File: src/rtl/fp8_mult_arbiter.sv
// rtl/fp8_mult_arbiter.sv - round-robin arbiter sharing one pipelined fp8 multiplier, optional FP8_ARB_FIXED_PRIO_EN
module fp8_mult_arbiter #(
    parameter int N_REQ    = 4,
    parameter int MULT_LAT = 3,
    parameter int IDW      = $clog2(N_REQ)
) (
    input  logic                 clk,
    input  logic                 rst_n,
    input  logic [N_REQ-1:0]     req_valid,
    input  logic [8*N_REQ-1:0]   req_a,
    input  logic [8*N_REQ-1:0]   req_b,
    output logic [N_REQ-1:0]     req_ready,
    input  logic                 hold,
    output logic [7:0]           mul_a,
    output logic [7:0]           mul_b,
    input  logic [7:0]           mul_out,
    output logic                 res_valid,
    output logic [IDW-1:0]       res_id,
    output logic [7:0]           res_data,
    output logic                 busy
);

    logic [N_REQ-1:0]             grant;
    logic [IDW-1:0]               gid;
    logic [IDW-1:0]               idx;
    logic                         fire;
    logic [7:0]                   sel_a;
    logic [7:0]                   sel_b;
    logic [MULT_LAT:0]            tag_v;
    logic [MULT_LAT:0][IDW-1:0]   tag_id;

`ifndef FP8_ARB_FIXED_PRIO_EN
    logic [IDW-1:0]               ptr;
`endif

    // Grant search: first valid requester at or after ptr (or lowest index in fixed mode).
    // Reset is folded in so req_ready reads zero the moment rst_n drops.
    always_comb begin
        grant = '0;
        gid   = '0;
        idx   = '0;
        fire  = 1'b0;
        if (rst_n && !hold) begin
            for (int k = 0; k < N_REQ; k++) begin
`ifdef FP8_ARB_FIXED_PRIO_EN
                idx = IDW'(k);
`else
                idx = IDW'((int'(ptr) + k) % N_REQ);
`endif
                if (!fire && req_valid[idx]) begin
                    fire       = 1'b1;
                    gid        = idx;
                    grant[idx] = 1'b1;
                end
            end
        end
    end

    assign req_ready = grant;

    // Operand mux for the granted requester.
    always_comb begin
        sel_a = '0;
        sel_b = '0;
        for (int k = 0; k < N_REQ; k++) begin
            if (grant[k]) begin
                sel_a = req_a[8*k +: 8];
                sel_b = req_b[8*k +: 8];
            end
        end
    end

`ifndef FP8_ARB_FIXED_PRIO_EN
    // Round-robin pointer moves just past the last granted requester.
    always_ff @(posedge clk or negedge rst_n) begin
        if (!rst_n) begin
            ptr <= '0;
        end else if (fire) begin
            ptr <= (gid == IDW'(N_REQ - 1)) ? '0 : gid + 1'b1;
        end
    end
`endif

    // Multiplier operand registers hold their value between transfers.
    always_ff @(posedge clk or negedge rst_n) begin
        if (!rst_n) begin
            mul_a <= '0;
            mul_b <= '0;
        end else if (fire) begin
            mul_a <= sel_a;
            mul_b <= sel_b;
        end
    end

    // Tag pipeline: stage MULT_LAT lines up with mul_out for the same operation.
    always_ff @(posedge clk or negedge rst_n) begin
        if (!rst_n) begin
            tag_v  <= '0;
            tag_id <= '0;
        end else begin
            tag_v  <= {tag_v[MULT_LAT-1:0], fire};
            tag_id <= {tag_id[MULT_LAT-1:0], (fire ? gid : IDW'(0))};
        end
    end

    // Result register captures the product one edge after its tag reaches the end.
    always_ff @(posedge clk or negedge rst_n) begin
        if (!rst_n) begin
            res_valid <= 1'b0;
            res_id    <= '0;
            res_data  <= '0;
        end else begin
            res_valid <= tag_v[MULT_LAT];
            res_id    <= tag_id[MULT_LAT];
            res_data  <= mul_out;
        end
    end

    assign busy = |tag_v;

endmodule

File: config.mk
export PLATFORM = sky130hd
export DESIGN_NAME = fp8_mult_arbiter
export DESIGN_NICKNAME = d
export VERILOG_FILES = /design/src/rtl/fp8_mult_arbiter.sv
export SDC_FILE = /design/constraint.sdc
export NUM_CORES = 1
export LEC_CHECK = 0
export ABC_AREA = 1
export ABC_CLOCK_PERIOD_IN_PS = 6500
export BUFFER_PORTS_ARGS = -buffer_cell sky130_fd_sc_hd__buf_2
export CELL_PAD_IN_SITES_DETAIL_PLACEMENT = 0
export CELL_PAD_IN_SITES_GLOBAL_PLACEMENT = 2
export CORE_AREA = 2 2 112 92
export DETAILED_ROUTE_END_ITERATION = 16
export DIE_AREA = 0 0 114 94
export GPL_TIMING_DRIVEN = 0
export PLACE_DENSITY = 0.95
export SYNTH_ARGS = -nofsm -noshare
export SYNTH_HDL_FRONTEND = slang
export SYNTH_SLANG_ARGS = --single-unit
File: constraint.sdc
create_clock -name clk -period 6.5 [get_ports clk]
set_clock_uncertainty 0.15 [all_clocks]
set_input_delay 0.975 -clock clk [delete_from_list [all_inputs] [get_ports clk]]
set_output_delay 0.975 -clock clk [all_outputs]
set_load 0.01 [all_outputs]
Yosys cells after proc, flatten, opt, wreduce, memory -nomap -nowiden --
Index checks and enable logic that the tools add are counted.
Word-level totals: flip-flop bits (word level) 41, output and inout bits 32, logic and storage cells 87
Cells by class: add/sub/neg operators 4, order comparisons 8, eq/ne operators 1, muxes and demuxes 47, bitwise operators 3, reduce and logical (&&, ||, !) cells 13
Operator list (number):
- two-way mux 8 bit | 8
- two-way mux 4 bit | 8
- two-way mux 1 bit | 16
- two-way mux 2 bit | 7
- < comparator 2 x 3 -> 1 bit, second input constant | 4
- OR 4 bit | 3
- binary-select mux 1 bit (select 2 bit) | 4
- demux 1 bit (select 2 bit) | 4
- greater-or-equal comparator 2 x 1 -> 1 bit, second input constant | 4
- logical AND 1 bit | 8
- adder 2 x 1 -> 2 bit, second input constant | 2
- adder 2 bit, second input constant | 2
- zero test 1 bit | 4
- OR reduction 4 bit | 1
- equality test 2 bit, second input constant | 1

Depth between registers and ports, before layout --
Gate-level depths: netlist of run 1.
depth in word-level cells 20, mapped depth 18

Worst setup path after synthesis of run 1 --
Ideal clock, no wire load.
path kind input to output, start point in req_valid[3], end point out req_ready[2], data arrival time 2118 ps, required time 5375 ps, path slack 3257 ps, stages on the path 12, path buffers 1, cells stage by stage inv_1 -> nand2_1 -> nand3_2 -> nand2_4 -> nor2_8 -> nand2_2 -> a21oi_4 -> nand2_2 -> nand2_4 -> nand2_4 -> buf_6 -> inv_1
On the way: cells in the longest elaborated chain, start to end 16
RTL lines:
- start, declared | line 9 | input logic [N_REQ-1:0] req_valid,
- binary-select mux 1 bit (select 2 bit) | line 50 | if (!fire && req_valid[idx]) begin
- two-way mux 1 bit (implied by the code) | line 50
- two-way mux 1 bit | line 50
- two-way mux 1 bit | line 43 | if (rst_n && !hold) begin
- zero test 1 bit | line 50
- logical AND 1 bit | line 50
- two-way mux 1 bit | line 50
- two-way mux 1 bit | line 43
- zero test 1 bit | line 50
- logical AND 1 bit | line 50
- two-way mux 1 bit | line 50
- two-way mux 1 bit | line 43
- zero test 1 bit | line 50
- logical AND 1 bit | line 50
- two-way mux 4 bit * | line 50
- two-way mux 4 bit * | line 43
- end, declared | line 12 | output logic [N_REQ-1:0] req_ready,
Every way passes the cells marked *; elsewhere a longest branch is shown, timed or not. The select of a mux whose other input is x is not followed.

Worst setup path in the final report of run 1 --
start point reg ptr[1], end point out req_ready[0]
On the way: cells in the longest elaborated chain, start to end 16
RTL lines:
- start, declared | line 33 | logic [IDW-1:0] ptr;
- start signal, assigned | line 79 | ptr <= (gid == IDW'(N_REQ - 1)) ? '0 : gid + 1'b1;
- parallel branches: the longest is 14 deep, another holds < comparator 2 x 3 -> 1 bit
- two-way mux 4 bit * | line 50
- two-way mux 4 bit * | line 43
Mark *: on every way between the ends. The select of a mux whose other input is x is not followed.

==> metrics.md, run 1 <==
| Metric | Value |
|---|---|
| WP data required | 5370 ps |
| Flop pwr share | 25.7% |
| Mapped Nets | 431 |
| Initial Util | 27.61% |
| CORE AREA | 9529 µm² |
| DR WL/cell | 12.78 µm |
| Pwr per Cell Area | 439.5 nW/µm² |
| H-tree depth | 2 |
| Post-DP HPWL | 6.043 mm |
| Fraction of layout cells with a size suffix above 1 | 36.44% |
| Top-level port count | 111 |
| Worst Max-Slew Pin Slew | 889.4 ps |
| TritonCTS Sinks | 41 |
| Status | finished, final reports clean |
| Worst-Skew Late Latency | 280 ps |
| Top_reg_cell synth | dfrtp_1 |
| Drt drc | 0 |
| GP Congestion | 0.8493 |
| Sw Share | 45.07% |
| Cell taking the most area after synthesis | dfrtp_1 |
| Clk pwr share | 17.4% |
| Port bufs | 110 |
| Filler cells | 1,048 |
| Postcts setup bufs | 0 |
| Largest cells by area after synthesis | dfrtp_1 39%, nand2_1 17%, nand3_1 8.6%, nand3_2 5.3%, inv_1 4.7% |
| First-pass GRT wire length | 11.90 mm |
| Most frequent cell after synthesis | nand2_1 |
| First-pass iteration count of the detailed router | 4 |
| Antenna viol nets, final | 0 |
| Synth top area share | 38.99% |
| WS Path Type | flop to output pin |
| Internal power | 0.0008428 W |
| Die width | 114 µm |
| TritonCTS clock tree | done |
| CTS Root Cell | clkbuf_16 |
| Diodes inserted | 0 |
| Synth cell types | 31 |
| Crit. End Element | output pin |
| Final setup violation count | 0 |
| # hold bufs at CTS | 0 |
| Overall power | 0.001534 W |
| Via count | 2,516 |
| Die H | 94 µm |
| Sequential Area | 1026 µm² |
| Final WL | 7.412 mm |
| Maxcap violations | 0 |
| GRT Overall Usage | 14.14% |
| Vias per cell | 4.338 |
| Seq/Total Area, Yosys | 38.99% |
| CP Data Arrival Time | 2830 ps |
| Net Sw Power | 0.0006915 W |
| Initial antenna violation count | 0 |
| YS warnings | 0 |
| Cell Area, Synth | 2631 µm² |
| Final worst path period share | 60.78% |
| Mapped Avg Cell Area | 7.649 µm² |
| CP startpoint kind | flop |
| Resize count post-CTS | 0 |
| Post-synth top cells | 119 x nand2_1, 45 x nand3_1, 41 x dfrtp_1, 33 x inv_1, 14 x nand3_2 |
| CTS buffer count | 5 |
| Nets | 548 |
| Final Hold Violating Endpoints | 0 |
| Share of flip-flops with an asynchronous set or reset | 100.0% |
| Largest net degree at the start of global routing | 43 |
| Remaining Overflow, GRT | 0 |
| Syn Inst Count | 344 |
| Period minus WS final | 3951 ps |
| DRT iter0 DRCs | 123 |
| Setup TNS | 0 ps |
| Area delta synth->final | 32.67% |
| EDFF count, synth | 0 |
| Area of the multi-input gates | 1351 µm² |
| Worst-path maximum fanout | 10 |
| Vias in the first global route | 2,448 |
| Clk buf depth | 2 |
| Register bit total from synthesis | 41 |
| Slew HR | 40.70% |
| RSZ-0062 raised after global routing | no |
| Leak | 1.986 nW |
| Maximum clock frequency | 253.1 MHz |
| Combinational share of power | 56.9% |
| Max-slew violation count | 0 |
| Placement Rows | 32 |
| Die area | 10,720 µm² |
| Clock transition at path regs | 50 ps |
| Hold Crit Class | flop to flop |
| Worst VDD drop | 0.0001185 V |
## stage by stage
| stage | hold WS, ps | area [µm²] | utilization [%] | setup WS (ps) | cells |
|---|---|---|---|---|---|
| after global routing | 211.4 | 3491 | 36.63 | 2206 | 580 |
| after floorplan | 181.2 | 2631 | - | 3257 | 344 |
| after detailed placement | 184.7 | 3331 | 34.95 | 2480 | 573 |
| after global placement | 182.5 | 3331 | 34.95 | 2489 | 573 |
| final | 196.0 | 3491 | 36.63 | 2549 | 580 |
| after CTS | 198.4 | 3491 | 36.63 | 2472 | 580 |
## path summary, 6_finish.rpt
check / start / end / slack (ps) / depth (start not counted)
min in group asynchronous: rst_n / res_id[0] / 670 / 1
min: tag_id[0] / tag_id[2] / 200 / 0
max reg2reg: ptr[1] / mul_b[7] / 3450 / 15
max: ptr[1] / req_ready[0] / 2550 / 12
max in group asynchronous: rst_n / res_valid / 4970 / 1
min reg2reg: tag_id[0] / tag_id[2] / 200 / 0
## flip-flops by register name, summed over array words and instances (netlist names)
signal,flops
mul_a,8
mul_b,8
ptr,2
res_data,8
res_id,2
res_valid,1
tag_id,8
tag_v,4
## cell type report
class,instances,area share [%]
clock buffers,5,3.584
multi-input cells,252,38.71
repair buffers,110,15.77
well taps,119,4.265
flip-flops and latches,41,29.39
inverters,36,3.871
plain buffers,15,3.405
clock inverters,2,1.004
## layer usage
layer | vias to the layer above | routed length [µm] | GRT usage, %
li1 | 1320 | - | -
met1 | 1105 | 3838 | 21.11
met2 | 85 | 3116 | 21.48
met3 | 6 | 400 | 1.935
met4 | 0 | 56 | 3.354
met5 | - | 0 | 0
## cell families after synthesis
group                    share of synthesized area [%]
AND/OR/NAND/NOR                                  41.51
buffers and inverters                            9.653
AO/OA/AOI/OAI                                    5.706
XOR/XNOR                                        0.3329
adder cells (fa/ha/maj)                          3.804
flip-flops                                       38.99
## critical path: stages (launching register included)
cell      delay, ps
dfrtp_1         530
inv_1           230
ha_1            410
inv_1           120
nand3_2          80
nand2_2         110
nor2_2           90
a21oi_1         190
nand3_1         100
nand2_1         210
clkbuf_2        290
inv_1            60
buf_2           140
## power groups by stage
stage | combinational [W] | sequential [W] | clock, W
floorplan | 0.000608 | 0.000418 | 0
global placement | 0.000866 | 0.000397 | 0
detailed placement | 0.000877 | 0.000400 | 0
CTS | 0.000880 | 0.000396 | 0.000273
global route | 0.000983 | 0.000406 | 0.000284
finish | 0.000873 | 0.000395 | 0.000266
## cells in the final DEF, fill, tap and decap left out, types with 2 or more instances in the layout
master       n
a21oi_1      5
buf_1        2
buf_2      116
buf_6        5
clkbuf_16    5
dfrtp_1     41
ha_1         8
inv_1       33
inv_2        3
nand2_1    119
nand2_2      8
nand2_4      4
nand3_1     45
nand3_2     14
nand4_1      2
nor2_1       4
o21ai_0      7
o21ai_1     10
or2_0       13
or2_2        3
(Power assumes the default switching activity.)
==> run 2: changes to the inputs <==
==> config.mk (replaced) <==
export PLATFORM = sky130hd
export DESIGN_NAME = fp8_mult_arbiter
export DESIGN_NICKNAME = d
export VERILOG_FILES = /design/src/rtl/fp8_mult_arbiter.sv
export SDC_FILE = /design/constraint.sdc
export NUM_CORES = 1
export LEC_CHECK = 0
export ABC_AREA = 1
export ABC_CLOCK_PERIOD_IN_PS = 3400
export BUFFER_PORTS_ARGS = -buffer_cell sky130_fd_sc_hd__buf_2
export CELL_PAD_IN_SITES_DETAIL_PLACEMENT = 0
export CELL_PAD_IN_SITES_GLOBAL_PLACEMENT = 2
export CORE_AREA = 2 2 123 101
export DETAILED_ROUTE_END_ITERATION = 16
export DIE_AREA = 0 0 125 103
export GPL_TIMING_DRIVEN = 0
export PLACE_DENSITY = 0.85
export SYNTH_ARGS = -nofsm -noshare
export SYNTH_HDL_FRONTEND = slang
export SYNTH_SLANG_ARGS = --single-unit
==> constraint.sdc (replaced) <==
create_clock -name clk -period 3.4 [get_ports clk]
set_clock_uncertainty 0.15 [all_clocks]
set_input_delay 0.51 -clock clk [delete_from_list [all_inputs] [get_ports clk]]
set_output_delay 0.51 -clock clk [all_outputs]
set_load 0.01 [all_outputs]
==> run 2 against run 1 <==
Via count rose by 2.9%. Clock power increased by 72%. Global-route usage decreased by 1.9 points. Combinational power up 100%. Worst hold slack got worse by 11 ps. Total power increased by 94%. Cell count grew 6.9%. Non-clock buffer count increased by 6. First-iteration DRC count is 20% lower. Critical path type unchanged. Largest power group unchanged.
==> metrics.md, run 2 (synthesis gave the netlist of run 1 again) <==
| Metric | Value |
|---|---|
| Diodes inserted | 0 |
| GP Congestion | 0.8897 |
| Clock transition at path regs | 60 ps |
| Hold slack | 185.1 ps |
| Placement Rows | 36 |
| Initial antenna violation count | 0 |
| Largest net degree at the start of global routing | 43 |
| Crit. End Element | output pin |
| Flop pwr share | 25.2% |
| Vias per cell | 4.176 |
| Slew HR | 39.75% |
| Most frequent cells in the layout | 119 x nand2_1, 115 x buf_2, 45 x nand3_1, 39 x dfrtp_1, 32 x inv_1 |
| CTS buffer count | 5 |
| Most common cell after layout, fill and taps aside | nand2_1 |
| Status | finished, final reports clean |
| CP startpoint kind | flop |
| Setup crit end | req_ready[2] |
| Area delta synth->final | 36.19% |
| Die width | 125 µm |
| Die area | 12,880 µm² |
| Worst r2r path cells | 16 |
| Final setup violation count | 0 |
| Setup TNS | 0 ps |
| Most used cell, CP | nand2_2 |
| Hold Crit Class | primary input to flop |
| CORE AREA | 11,800 µm² |
| WP data required | 2740 ps |
| Crit path from | ptr[1] |
| CTS Root Cell | clkbuf_16 |
| Worst VDD drop | 0.0002244 V |
| Pre-CTS worst setup slack | 184.8 ps |
| Die H | 103 µm |
| Clk buf depth | 2 |
| Period minus WS final | 3189 ps |
| CP Data Arrival Time | 2530 ps |
| Placed insts | 606 |
| Final non-filler cell total | 620 |
| Net Sw Power | 0.001368 W |
| H-tree depth | 2 |
| Worst-path maximum fanout | 10 |
| Maximum clock frequency | 313.6 MHz |
| Vias in the first global route | 2,526 |
| First-pass GRT wire length | 12.70 mm |
| Drt drc | 0 |
| Crit-path cells | inv_4, ha_2, inv_1, nand3_2, nand2_2, inv_2, nor2_8, nand2_2, a21oi_4, nand2_2, nand2_4, nand2_4, buf_6, inv_1, buf_2 |
| Leak | 2.005 nW |
| Post-DP HPWL | 6.445 mm |
| Final worst path period share | 93.80% |
| Initial Util | 22.30% |
| R2R Path End | mul_b[7] |
| Nets | 554 |
| TritonCTS Sinks | 41 |
| Sw Share | 45.85% |
| Final WL | 7.915 mm |
| DR WL/cell | 12.77 µm |
| Clk pwr share | 15.3% |
| Antenna viol nets, final | 0 |
| Port bufs | 110 |
| TritonCTS clock tree | done |
| Remaining Overflow, GRT | 0 |
| GRT Overall Usage | 12.21% |
| Via count | 2,589 |
| First-pass iteration count of the detailed router | 4 |
| Hold Crit Depth | 1 |
| WS Path Type | flop to output pin |
| Internal power | 0.001616 W |
| Worst Max-Slew Pin Slew | 903.7 ps |
| Worst r2r src | ptr[1] |
| Final Hold Violating Endpoints | 0 |
| Slowest cell on crit path | dfrtp_2 |
| Max stage delay on crit path | 490 ps |
| Max-slew violation count | 0 |
| Setup ws final | 210.8 ps |
| Pwr per Cell Area | 832.5 nW/µm² |
| Worst-Skew Late Latency | 280 ps |
| RSZ-0062 raised after global routing | no |
| R2R setup slack | 620 ps |
| Fraction of layout cells with a size suffix above 1 | 38.25% |
| Top-level port count | 111 |
| Maxcap violations | 0 |
| DRT iter0 DRCs | 99 |
| # hold bufs at CTS | 0 |
| Combinational share of power | 59.4% |
-- run 2: changes by cell type in the layout (fill, tap and decap cells not counted), sizes merged --
cell      before  now
buf          124  130
clkinvlp       0    1
bufinv         1    0
inv           36   37
-- run 2: cell type report --
cell class | count | area, µm²
fillers | 1314 | 8218
repair buffers | 117 | 603.1
plain buffers | 14 | 113.9
clock inverters | 3 | 21.27
flip-flops and latches | 41 | 1028
clock buffers | 5 | 125.1
inverters | 36 | 142.6
well taps | 152 | 190.2
multi-input cells | 252 | 1359
-- run 2: worst min path at each step --
| stage | start | endpoint | slack (ps) |
|---|---|---|---|
| 6_report | mul_out[7] | res_data[7] | 190 |
| 5_1_grt | mul_out[6] | res_data[6] | 180 |
| 4_1_cts | mul_out[7] | res_data[7] | 180 |
| 3_5_place_dp | tag_id[1] | tag_id[3] | 180 |
| 3_3_place_gp | tag_id[0] | tag_id[2] | 180 |
| 2_1_floorplan | rst_n | mul_a[0] | 60 |
-- run 2: what timing repair did --
item | 4_1_cts | 5_1_grt
pin swaps | 0 | 1
endpoints found under the hold margin | 0 | 0
buffers inserted | 0 | 7
setup endpoints to repair | 4 | 4
gates resized for setup | 4 | 4
-- run 2: routing by layer --
metal / wire [µm] / GRT usage [%]
met1: 3914 / 17.46
met2: 3517 / 19.57
met3: 433 / 2.024
met4: 49 / 2.564
met5: 0 / 0
-- run 2: power groups by stage --
stage               registers, W  logic (W)  clock network [W]
floorplan               0.000799    0.00116                  0
global placement        0.000760    0.00166                  0
detailed placement      0.000766    0.00169                  0
CTS                     0.000765    0.00169           0.000482
global route            0.000773    0.00201           0.000504
finish                  0.000753    0.00177           0.000457
-- run 2: stage by stage --
step	util [%]	area, µm²	power, W
6_report	30.36	3583	0.002983
2_1_floorplan	-	2631	0.001960
4_1_cts	29.86	3523	0.002940
3_5_place_dp	28.57	3372	0.002451
3_3_place_gp	28.57	3372	0.002424
5_1_grt	30.36	3583	0.003291
-- run 2: worst max-delay path: cells and delay by family, from the launching register on --
kind            cells  cell delay, ps
compound gates      1             180
buf+inv             6             630
simple gates        7             660
fa+ha+maj           1             310
flops               1             490
